### src/rtl/odpc_pkg.sv
// Shared definitions for the ODPC sliding-window min/max block:
// parameter defaults and the FILL/RUN state encoding.
package odpc_pkg;

   localparam int DEFAULT_WIDTH = 8;
   localparam int DEFAULT_DEPTH = 4;

   typedef enum logic {
      ST_FILL = 1'b0,
      ST_RUN  = 1'b1
   } odpc_state_t;

endpackage : odpc_pkg

### src/rtl/odpc_minmax_tree.sv
// Purely combinational balanced reduction: unsigned max and min over DEPTH
// window entries, built as a heap-indexed binary tree of pairwise compares.
module odpc_minmax_tree
   import odpc_pkg::*;
#(
   parameter int WIDTH = DEFAULT_WIDTH,
   parameter int DEPTH = DEFAULT_DEPTH
) (
   input  logic [0:WIDTH-1] i_data [DEPTH],
   output logic [0:WIDTH-1] o_max,
   output logic [0:WIDTH-1] o_min
);

   // Node k combines children 2k and 2k+1; leaves live at DEPTH..2*DEPTH-1,
   // so the root (node 1) sits log2(DEPTH) compare levels above the inputs.
   logic [0:WIDTH-1] w_max [1:2*DEPTH-1];
   logic [0:WIDTH-1] w_min [1:2*DEPTH-1];

   for (genvar g_leaf = 0; g_leaf < DEPTH; g_leaf++) begin : g_leaves
      assign w_max[DEPTH+g_leaf] = i_data[g_leaf];
      assign w_min[DEPTH+g_leaf] = i_data[g_leaf];
   end

   for (genvar g_node = 1; g_node < DEPTH; g_node++) begin : g_nodes
      assign w_max[g_node] = (w_max[2*g_node] >= w_max[2*g_node+1]) ?
                             w_max[2*g_node] : w_max[2*g_node+1];
      assign w_min[g_node] = (w_min[2*g_node] <= w_min[2*g_node+1]) ?
                             w_min[2*g_node] : w_min[2*g_node+1];
   end

   assign o_max = w_max[1];
   assign o_min = w_min[1];

endmodule : odpc_minmax_tree

### src/rtl/odpc_window_minmax.sv
// Sliding-window reference min/max: each sample accepted once the window is
// full is paired with the max/min of the DEPTH samples that preceded it.
module odpc_window_minmax
   import odpc_pkg::*;
#(
   parameter int WIDTH = DEFAULT_WIDTH,
   parameter int DEPTH = DEFAULT_DEPTH
) (
   input  logic             clk,
   input  logic             rst,
   input  logic             flush,
   input  logic             s_valid,
   input  logic [0:WIDTH-1] s_data,
   output logic             s_ready,
   output logic [0:WIDTH-1] max,
   output logic [0:WIDTH-1] min,
   output logic [0:WIDTH-1] in_x,
   output logic             m_valid,
   input  logic             m_ready,
   output logic             window_full
);

   localparam int PTR_W = (DEPTH > 1) ? $clog2(DEPTH) : 1;
   localparam int CNT_W = PTR_W + 1;

   odpc_state_t      r_state;
   odpc_state_t      w_state_nxt;
   logic [PTR_W-1:0] r_wr_ptr;
   logic [CNT_W-1:0] r_fill_cnt;
   logic [0:WIDTH-1] r_buf [DEPTH];
   logic [0:WIDTH-1] r_max;
   logic [0:WIDTH-1] r_min;
   logic [0:WIDTH-1] r_in_x;
   logic             r_m_valid;

   logic             w_accept;
   logic             w_fill_done;
   logic [0:WIDTH-1] w_win_max;
   logic [0:WIDTH-1] w_win_min;

   // A single output register: upstream may push whenever that register is
   // empty or being drained this cycle. Flush drops any offered sample.
   assign s_ready     = !r_m_valid || m_ready;
   assign w_accept    = s_valid && s_ready && !flush;
   assign w_fill_done = w_accept && (r_fill_cnt == CNT_W'(DEPTH - 1));

   odpc_minmax_tree #(
      .WIDTH (WIDTH),
      .DEPTH (DEPTH)
   ) u_tree (
      .i_data (r_buf),
      .o_max  (w_win_max),
      .o_min  (w_win_min)
   );

   // NOTE: defaults first so every path assigns w_state_nxt; no latch.
   always_comb begin
      w_state_nxt = r_state;
      case (r_state)
         ST_FILL: if (w_fill_done) w_state_nxt = ST_RUN;
         ST_RUN:  w_state_nxt = ST_RUN;
         default: w_state_nxt = ST_FILL;
      endcase
      if (flush) w_state_nxt = ST_FILL;
   end

   // NOTE: non-blocking assignments keep all registers sampling pre-edge values.
   always_ff @(posedge clk) begin
      if (rst) r_state <= ST_FILL;
      else     r_state <= w_state_nxt;
   end

   always_ff @(posedge clk) begin
      if (rst || flush) begin
         r_wr_ptr   <= '0;
         r_fill_cnt <= '0;
      end else if (w_accept) begin
         r_wr_ptr <= r_wr_ptr + 1'b1;
         if (r_state == ST_FILL) r_fill_cnt <= r_fill_cnt + 1'b1;
      end
   end

   // NOTE: the window storage is small and must read as zero after reset.
   always_ff @(posedge clk) begin
      if (rst) begin
         for (int i = 0; i < DEPTH; i++) r_buf[i] <= '0;
      end else if (w_accept) begin
         r_buf[r_wr_ptr] <= s_data;
      end
   end

   // In RUN the write slot is the oldest entry, so the tree still sees the
   // previous DEPTH samples while the new one is captured alongside them.
   always_ff @(posedge clk) begin
      if (rst) begin
         r_max     <= '0;
         r_min     <= '0;
         r_in_x    <= '0;
         r_m_valid <= 1'b0;
      end else if (flush) begin
         r_m_valid <= 1'b0;
      end else if (w_accept && r_state == ST_RUN) begin
         r_max     <= w_win_max;
         r_min     <= w_win_min;
         r_in_x    <= s_data;
         r_m_valid <= 1'b1;
      end else if (m_ready) begin
         r_m_valid <= 1'b0;
      end
   end

   assign max         = r_max;
   assign min         = r_min;
   assign in_x        = r_in_x;
   assign m_valid     = r_m_valid;
   assign window_full = (r_state == ST_RUN);

endmodule : odpc_window_minmax
### config.mk
export PLATFORM = sky130hd
export DESIGN_NAME = odpc_window_minmax
export DESIGN_NICKNAME = d
export VERILOG_FILES = /design/src/rtl/odpc_pkg.sv /design/src/rtl/odpc_minmax_tree.sv /design/src/rtl/odpc_window_minmax.sv
export SDC_FILE = /design/constraint.sdc
export NUM_CORES = 1
export LEC_CHECK = 0
export BUFFER_PORTS_ARGS = -buffer_cell sky130_fd_sc_hd__clkbuf_2
export CAP_MARGIN = 20
export CELL_PAD_IN_SITES_DETAIL_PLACEMENT = 1
export CELL_PAD_IN_SITES_GLOBAL_PLACEMENT = 1
export CORE_MARGIN = 2
export CORE_UTILIZATION = 47
export CTS_CLUSTER_DIAMETER = 150
export DETAILED_ROUTE_END_ITERATION = 8
export GPL_TIMING_DRIVEN = 0
export PLACE_DENSITY_LB_ADDON = 0.12
export SYNTH_ARGS = -nofsm -noshare
export SYNTH_HDL_FRONTEND = slang
export SYNTH_SLANG_ARGS = --single-unit
### constraint.sdc
create_clock -name clk -period 8.4 [get_ports clk]
set_clock_uncertainty 0.15 [all_clocks]
set_input_delay 0.42 -clock clk [delete_from_list [all_inputs] [get_ports clk]]
set_output_delay 0.42 -clock clk [all_outputs]
set_load 0.05 [all_outputs]
==> flow_summary.json, run 1 <==
{
  "grt_max_degree": 13,
  "powerDensity_nw_per_um2": 176,
  "place_ws_ns": 4.65,
  "fin_util_pct": 56.5,
  "cts.sinks": 63,
  "cp_data_arrival_time_ns": 3.91,
  "num_antenna_cells": 0,
  "cts_setup_buffers": 0,
  "slowest_delay_ns": 0.46,
  "cts_tree": "built",
  "critPathLaunchType": "flop",
  "synth_cell_type_count": 36,
  "yosysSeqAreaShare_pct": 35.4,
  "fmax_ghz": 0.265,
  "synth-edff-count": 0,
  "gp_congestion": 0.846,
  "drt_iter0_drc": 70,
  "drc_errors": 0,
  "grt_pass1_wl_um": 17500,
  "synthTopCellsByArea": "dfxtp_1 35%, ha_1 13%, a21oi_1 8.3%",
  "cts.path.max_buffers": 2,
  "critPathSlowestCell": "nor2_2",
  "slew_violations": 0,
  "maxCapViolCount": 0,
  "grt_util_all_layers_pct": 26.9,
  "drive_above_1_share_pct": 14.4,
  "fp.dieW_um": 91.0,
  "cp_cell_sequence": "inv_1, ha_1, nor2b_1, o211ai_1, a31oi_1, nor2_2, mux2i_1, ha_1, a211oi_1, o21ai_0, a21oi_1, nand2_1, o211ai_1",
  "syn_area_um2": 3560,
  "ant_nets": 0,
  "fin_setup_tns_ns": 0,
  "synth_top_area_cell": "dfxtp_1",
  "ys_warn_count": 0,
  "insertion_delay_ns": 0.36,
  "power.switching_uw": 196,
  "h-tree-depth": 3,
  "r2r_cells": 13,
  "routedWlPerCell_um": 17.6,
  "hold_depth": 3,
  "vias": 3309,
  "status": "finished clean",
  "pwr-share-comb_pct": 11.6,
  "synth_xor_area_share_pct": 0.492,
  "worst-slew-pin-transition_ns": 0.729,
  "hold_class": "in2reg",
  "cts_root_buffer": "clkbuf_8",
  "synthMuxAreaShare_pct": 7.03,
  "path_max_fanout": 8,
  "rsz0062_at_grt": "false",
  "period_minus_slack_ns": 3.77,
  "synth_compound_area_share_pct": 17.9,
  "synth_ff_type": "dfxtp_1",
  "synthArstFlopShare_pct": 0,
  "routed_wl_um": 10400,
  "cts_repair_resize_count": 0,
  "criticalPathCategory": "reg2reg",
  "p_seq_share_pct": 42.0,
  "nNetsFinal": 540,
  "portBuffers": 38,
  "hold_violations": 0,
  "p_int_uw": 530,
  "syn-num-nets": 491,
  "cts_hold_buf": 0,
  "leakagePower_uw": 0.00174,
  "swShare_pct": 27.0,
  "first_global_vias": 3487,
  "syn_to_final_growth_pct": 15.7,
  "finalWorstSetupSlack_ns": 4.63,
  "synth_seq_cells": 63,
  "yosys.area.top_type_share_pct": 35.4,
  "synthAdderAreaFrac_pct": 13.4,
  "p_clk_share_pct": 46.3,
  "cts.clk_slew.worst_paths_ns": 0.08,
  "io_pins": 40,
  "dieArea_um2": 8280,
  "dr.pass1.iters": 4,
  "synth_area_per_cell_um2": 8.09,
  "synth_cells": 440,
  "antenna_found_initial": 0,
  "hpwlAfterDp_um": 8070,
  "setup_violations": 0,
  "synth_top_family_by_area": "simple AND/OR/NAND/NOR gates",
  "required_ns": 8.53,
  "vdd_drop_max_uv": 119,
  "tritoncts.num_buffers": 9,
  "grt_overflow": 0,
  "initial_core_util_pct": 48.8,
  "rows": 31,
  "vias_per_cell": 5.58,
  "die_h_um": 91.0,
  "synthSimpleGateAreaFrac_pct": 20.2,
  "end_kind": "flop",
  "max-slew-margin-rel_pct": 51.4,
  "core_area_um2": 7290,
  "fin_crit_sh_pct": 44.9
}
[critical path: cells and delay by family (launching register included)]
| kind | cells | cell delay [ns] |
|---|---|---|
| flip-flops | 1 | 0.39 |
| adder cells (fa/ha/maj) | 2 | 0.63 |
| AO/OA/AOI/OAI | 6 | 1.21 |
| multiplexers | 1 | 0.43 |
| buffers and inverters | 1 | 0.07 |
| AND/OR/NAND/NOR | 3 | 0.82 |
[cell families after synthesis]
| family | count (synthesis) |
|---|---|
| AOI/OAI and AO/OA | 105 |
| buffers and inverters | 50 |
| DFF | 63 |
| and+or+nand+nor | 157 |
| xor gates and xnor gates | 2 |
| adders and majority gates | 38 |
| muxes | 25 |
[state kept, by name (all words and copies together) (netlist names)]
signal	count
max	8
in_x	8
r_buf	32
r_wr_ptr	2
r_fill_cnt	3
window_full	1
min	8
m_valid	1
[through the flow]
stage                     power, uW  hold slack, ns  cells  cell area [um2]
after global placement          391           0.296    577             3870
final                           726           0.166    593             4120
after CTS                       727           0.173    593             4120
after floorplan                 371           0.299    440             3560
after detailed placement        396           0.303    577             3870
after global routing            757           0.165    593             4120
[cells in the mapped netlist (all sizes together), types with 2 or more instances]
library cell / n
a211oi: 2
a21boi: 7
a21oi: 59
a31oi: 2
and3: 8
buf: 7
clkbuf: 13
dfxtp: 63
ha: 38
inv: 30
mux2i: 25
nand2: 72
nand3: 41
nand4: 6
nor2: 12
nor2b: 4
nor3: 3
o211ai: 11
o21ai: 12
o221ai: 8
o22ai: 2
or2: 9
xnor2: 2
[cells in the final DEF, fill, tap and decap left out, types with 7 or more instances in the layout]
cell	synthesis	layout
and3_1	8	8
ha_1	38	38
clkbuf_1	12	12
o21ai_0	12	12
mux2i_1	25	25
or2_2	7	7
nand2_1	72	72
inv_1	30	30
a21boi_0	7	7
clkbuf_8	0	9
a21oi_1	59	59
dfxtp_1	63	63
o211ai_1	10	10
nand3_1	41	41
clkbuf_2	1	39
nor2_1	11	11
o221ai_1	8	8
[final cells by class]
type                            count  area, um2
Fill cell                         910       3180
Multi-Input combinational cell    327       2100
Sequential cell                    63       1260
Timing Repair Buffer               38        190
Clock buffer                        9        124
Tap cell                           99        124
Clock inverter                      7        120
Inverter                           30        113
Buffer                             20       86.3
[per-layer routing]
layer | routed length [um] | GRT usage (%) | vias up
li1 | - | - | 1643
met1 | 4650 | 32.6 | 1573
met2 | 5040 | 45.7 | 71
met3 | 389 | 6.22 | 22
met4 | 335 | 11.4 | 0
met5 | 0 | 0 | -
[path summary, 6_finish.rpt]
check	from	slack, ns	end
max	r_buf[1]	4.63	max[5]
max reg2reg	r_buf[1]	4.63	max[5]
min reg2reg	in_x[1]	0.31	in_x[1]
min	s_valid	0.17	r_wr_ptr[1]
[power by group through the flow]
stage               clock network (uW)  registers [uW]  logic, uW
finish                             336             305       84.5
floorplan                            0             311       59.9
detailed placement                   0             312       83.6
CTS                                338             305       84.6
global route                       355             306       95.7
global placement                     0             312       79.2
Note: power is estimated with default switching activity, not from simulation.
==> inputs of run 2 (changes only) <==
Settings changed: CORE_UTILIZATION 47 to 44.
Clock period 8.4 ns to 3.71 ns, I/O delays scaled along.
==> flow_summary.json, run 2 (synthesis gave the netlist of run 1 again) <==
{
  "hold_violations": 0,
  "fmax_ghz": 0.282,
  "num_antenna_cells": 0,
  "grt_pass1_wl_um": 16800,
  "swShare_pct": 30.5,
  "criticalPathCategory": "reg2reg",
  "antenna_found_initial": 0,
  "gp_congestion": 0.872,
  "critPathLaunchType": "flop",
  "period_minus_slack_ns": 3.55,
  "cts.sinks": 63,
  "vdd_drop_max_uv": 218,
  "maxCapViolCount": 0,
  "status": "finished clean",
  "power.switching_uw": 446,
  "reg2reg_to": "min[6]",
  "cts_tree": "built",
  "nFillCells": 978,
  "cts.clk_slew.worst_paths_ns": 0.08,
  "final_common_cell": "nand2_1",
  "r2r-start": "r_buf[17]",
  "ff2ff_setup_slack_ns": 0.16,
  "grt_util_all_layers_pct": 24.7,
  "placed_cell_area_um2": 3880,
  "end_kind": "flop",
  "p_clk_share_pct": 37.4,
  "r2r_cells": 16,
  "grt_overflow": 0,
  "initial_core_util_pct": 45.8,
  "final_cell_mix": "70 x nand2_1, 61 x dfxtp_1, 59 x a21oi_1, 41 x nand3_1, 40 x clkbuf_2",
  "dr.pass1.iters": 4,
  "cts_root_buffer": "clkbuf_8",
  "rows": 32,
  "vias_per_cell": 5.56,
  "setup_violations": 0,
  "cp-startpoint": "r_buf[17]",
  "hpwlAfterDp_um": 7910,
  "slew_violations": 0,
  "leakagePower_uw": 0.00175,
  "largest-register": "r_buf",
  "routedWlPerCell_um": 17.1,
  "insertion_delay_ns": 0.35,
  "path_max_fanout": 8,
  "max-slew-margin-rel_pct": 48.3,
  "worst-slew-pin-transition_ns": 0.770,
  "final_cell_area_um2": 4190,
  "tritoncts.num_buffers": 9,
  "cts.path.max_buffers": 2,
  "powerDensity_nw_per_um2": 350,
  "die_h_um": 93.9,
  "first_global_vias": 3377,
  "fin_crit_sh_pct": 95.7,
  "io_pins": 40,
  "routed_wl_um": 10300,
  "hold_class": "in2reg",
  "drive_above_1_share_pct": 17.6,
  "required_ns": 3.83,
  "grt_max_degree": 13,
  "h-tree-depth": 3,
  "ant_nets": 0,
  "cp-endpoint": "min[6]",
  "core_area_um2": 7770,
  "syn_to_final_growth_pct": 17.6,
  "pwr-share-comb_pct": 15.3,
  "p_int_uw": 1020,
  "whs_ns": 0.0177,
  "fp.dieW_um": 93.9,
  "cp_data_arrival_time_ns": 3.67,
  "portBuffers": 38,
  "vias": 3355,
  "dieArea_um2": 8820,
  "largest_reg_flops": 32,
  "drc_errors": 0,
  "p_seq_share_pct": 47.2,
  "nNetsFinal": 547,
  "drt_iter0_drc": 101
}
## run 2: cell types whose count changed in the layout (fill, tap and decap cells not counted), moves of 2 or more
cell	delta
clkinv_2	+2
dfxtp_2	+2
dlygate4sd3_1	+2
nand2_2	+2
buf_4	+5
mux2i_1	-4
bufinv_16	-3
clkbuf_1	-2
dfxtp_1	-2
nand2_1	-2
mux2i_2	+3
## run 2: metrics by stage
stage | power, uW | utilization, % | setup WS (ns) | setup TNS [ns] | instances
after floorplan | 839 | - | 0.504 | 0 | 440
after global placement | 887 | 49.9 | 0.0110 | 0 | 580
after detailed placement | 897 | 49.9 | -0.0569 | -0.329 | 580
after CTS | 1450 | 52.6 | 0.0336 | 0 | 598
after global routing | 1530 | 53.9 | -0.0175 | -0.0579 | 603
final | 1460 | 53.9 | 0.159 | 0 | 603
## run 2: worst min-delay path by stage
stage | slack [ns] | endpoint | start | cells past startpoint
2_1_floorplan | 0.18 | r_buf[24] | s_data[7] | 2
5_1_grt | 0.01 | r_buf[11] | s_data[4] | 3
6_report | 0.02 | r_buf[10] | s_data[5] | 3
3_5_place_dp | 0.30 | in_x[7] | in_x[7] | 2
3_3_place_gp | 0.29 | in_x[3] | in_x[3] | 2
4_1_cts | 0.01 | r_buf[3] | s_data[4] | 3
## run 2: layer usage
metal,global-route usage [%],share of wire [%],wire (um)
met1,30.4,46,4730
met4,9.42,2.2,231
met3,5.06,4.0,408
met5,0,0,0
met2,42.2,48,4930
## run 2: timing repair
action / 4_1_cts / 5_1_grt
setup buffers: 0 / 6
pin swaps: 0 / 2
resized for setup: 2 / 15
hold buffers: 2 / 0
setup endpoints to repair: 16 / 16
hold endpoints to repair: 3 / 0
## run 2: layout make-up
cell class / instances / area [um2] / share of cell area [%]
multi-input cells: 327 / 2160 / 51.5
flip-flops and latches: 63 / 1260 / 30.2
repair buffers: 46 / 268 / 6.40
well taps: 102 / 128 / 3.05
clock buffers: 9 / 124 / 2.96
inverters: 30 / 113 / 2.69
plain buffers: 19 / 83.8 / 2.00
clock inverters: 7 / 48.8 / 1.17
## run 2: power groups by stage
stage / logic, uW / clock network, uW / registers (uW)
after floorplan: 136 / 0 / 704
after global placement: 182 / 0 / 706
after detailed placement: 190 / 0 / 706
after CTS: 197 / 557 / 691
after global routing: 246 / 594 / 693
final: 224 / 548 / 691
## run 2: worst max-delay path, cell delays in order, from the launching register on
cell and delay [ns]:
dfxtp_1 0.42, inv_1 0.07, ha_1 0.31, nor2b_1 0.15, o211ai_2 0.16, nand2_1 0.11
a31oi_4 0.23, buf_12 0.15, mux2i_1 0.34, inv_1 0.08, ha_1 0.30, nand2_1 0.05
o21ai_0 0.26, o22ai_2 0.15, or2_1 0.24, buf_6 0.14, o221ai_1 0.17
==> inputs of run 3 (changes only) <==
Settings changed: CORE_UTILIZATION 44 to 39.
Clock period 3.71 ns to 3.1 ns, I/O delays scaled along.
==> flow_summary.json, run 3 (synthesis gave the netlist of run 1 again) <==
{
  "rsz0062_at_grt": "true",
  "syn_to_final_growth_pct": 45.9,
  "place_inst": 586,
  "status": "finished with violations",
  "hold_violations": 0,
  "max-slew-margin-rel_pct": 41.4,
  "vias": 3715,
  "cp-startpoint": "r_buf[23]",
  "wl_met3_um": 496,
  "io_pins": 40,
  "maxCapViolCount": 0,
  "first_global_vias": 3949,
  "cts.path.max_buffers": 2,
  "dr.pass1.iters": 4,
  "reg2reg_to": "min[4]",
  "setup_violations": 16,
  "antenna_found_initial": 0,
  "cts.clk_slew.worst_paths_ns": 0.08,
  "fmax_ghz": 0.282,
  "end_kind": "flop",
  "cp_data_arrival_time_ns": 3.67,
  "layout.cells.non_filler": 658,
  "routed_wl_um": 14000,
  "fin_crit_sh_pct": 114,
  "drt_iter0_drc": 144,
  "gp_congestion": 0.839,
  "fin_setup_tns_ns": -6.26,
  "required_ns": 3.22,
  "hold-path-endpoint": "m_valid",
  "hold_class": "in2reg",
  "largest-register": "r_buf",
  "cts.sinks": 63,
  "critPathLaunchType": "flop",
  "hpwlAfterDp_um": 7950,
  "grt_max_degree": 13,
  "powerDensity_nw_per_um2": 389,
  "cts_root_buffer": "clkbuf_8",
  "core_area_um2": 8810,
  "drive_above_1_share_pct": 40.9,
  "slew_violations": 0,
  "criticalPathCategory": "reg2reg",
  "die_h_um": 99.5,
  "wl_met1_um": 6050,
  "highest_layer": "met4",
  "grt_overflow": 0,
  "final_cell_mix": "69 x nand2_1, 50 x a21oi_1, 43 x buf_4, 41 x nand3_1, 39 x clkbuf_2",
  "ant_nets": 0,
  "r2r-start": "r_buf[23]",
  "ff2ff_setup_slack_ns": -0.45,
  "drc_errors": 0,
  "final_cell_area_um2": 5190,
  "dr_wl_met2_um": 6800,
  "r2r_cells": 17,
  "portBuffers": 38,
  "leakagePower_uw": 0.00200,
  "insertion_delay_ns": 0.35,
  "path_max_fanout": 8,
  "h-tree-depth": 3,
  "tritoncts.num_buffers": 9,
  "num_antenna_cells": 0,
  "place_ws_ns": -0.582,
  "vdd_drop_max_uv": 189,
  "largest_reg_flops": 32,
  "dieArea_um2": 9900,
  "final_common_cell": "nand2_1",
  "initial_core_util_pct": 40.4,
  "violations": "setup timing",
  "finalWorstSetupSlack_ns": -0.449,
  "routedWlPerCell_um": 21.2,
  "worst-slew-pin-transition_ns": 0.872,
  "worstHoldStart": "m_ready",
  "cts_tree": "built",
  "fin_total_pwr_uw": 2020,
  "placed_cell_area_um2": 3890,
  "hold_depth": 3,
  "grt_pass1_wl_um": 21500,
  "grt_util_all_layers_pct": 28.2,
  "fp.dieW_um": 99.5,
  "period_minus_slack_ns": 3.55,
  "nFillCells": 1016,
  "rows": 34,
  "vias_per_cell": 5.65,
  "nNetsFinal": 596
}
## run 3: how the worst max path moves through the flow
stage	cells after the start	slack (ns)	to
2_1_floorplan	14	0.002	max[0]
3_3_place_gp	15	-0.54	max[1]
3_5_place_dp	13	-0.58	max[3]
4_1_cts	17	-0.23	min[0]
5_1_grt	17	-0.51	min[4]
6_report	17	-0.45	min[4]
## run 3: per-stage QoR
step                hold slack [ns]  utilization [%]
global route                 0.0323             58.9
finish                       0.0228             58.9
detailed placement            0.282             44.2
CTS                          0.0158             56.6
global placement              0.268             44.2
floorplan                     0.152                -
## run 3: worst max-delay path: stages (launching register included)
cell	delay [ns]
dfxtp_4	0.36
inv_2	0.05
ha_4	0.28
nand4_1	0.23
nor2_2	0.22
nor2_2	0.07
a31oi_4	0.16
buf_12	0.18
buf_4	0.14
mux2i_4	0.28
inv_1	0.07
ha_1	0.29
nand4_1	0.13
buf_4	0.18
o22ai_2	0.21
buf_4	0.16
nand2_4	0.11
o221ai_2	0.21
## run 3: area by class of cell
cell class	instances	area [um2]	share of cell area, %
tap	108	135	2.60
inverter	30	113	2.17
clock inverter	6	70.1	1.35
multi-input combinational	327	2670	51.5
buffer	20	97.6	1.88
timing repair buffer	94	657	12.7
clock buffer	10	128	2.46
sequential	63	1320	25.4
## run 3: routing by layer
layer,GRT usage [%],vias up
met2,47.7,118
met1,34.3,1803
met4,15.2,0
met5,0,-
met3,4.36,31
li1,-,1763
## run 3: where the power goes
part / internal [uW] / switching, uW / total (uW)
sequential: 812 / 14.0 / 826
combinational: 206 / 238 / 444
clock: 376 / 372 / 748
## run 3: what timing repair did
item	in CTS	in global routing
gates resized for setup	118	39
setup buffers	40	8
endpoints found under the setup margin	16	16
hold buffers	9	0
pin swaps	29	25
cloned	0	0
endpoints found under the hold margin	26	0
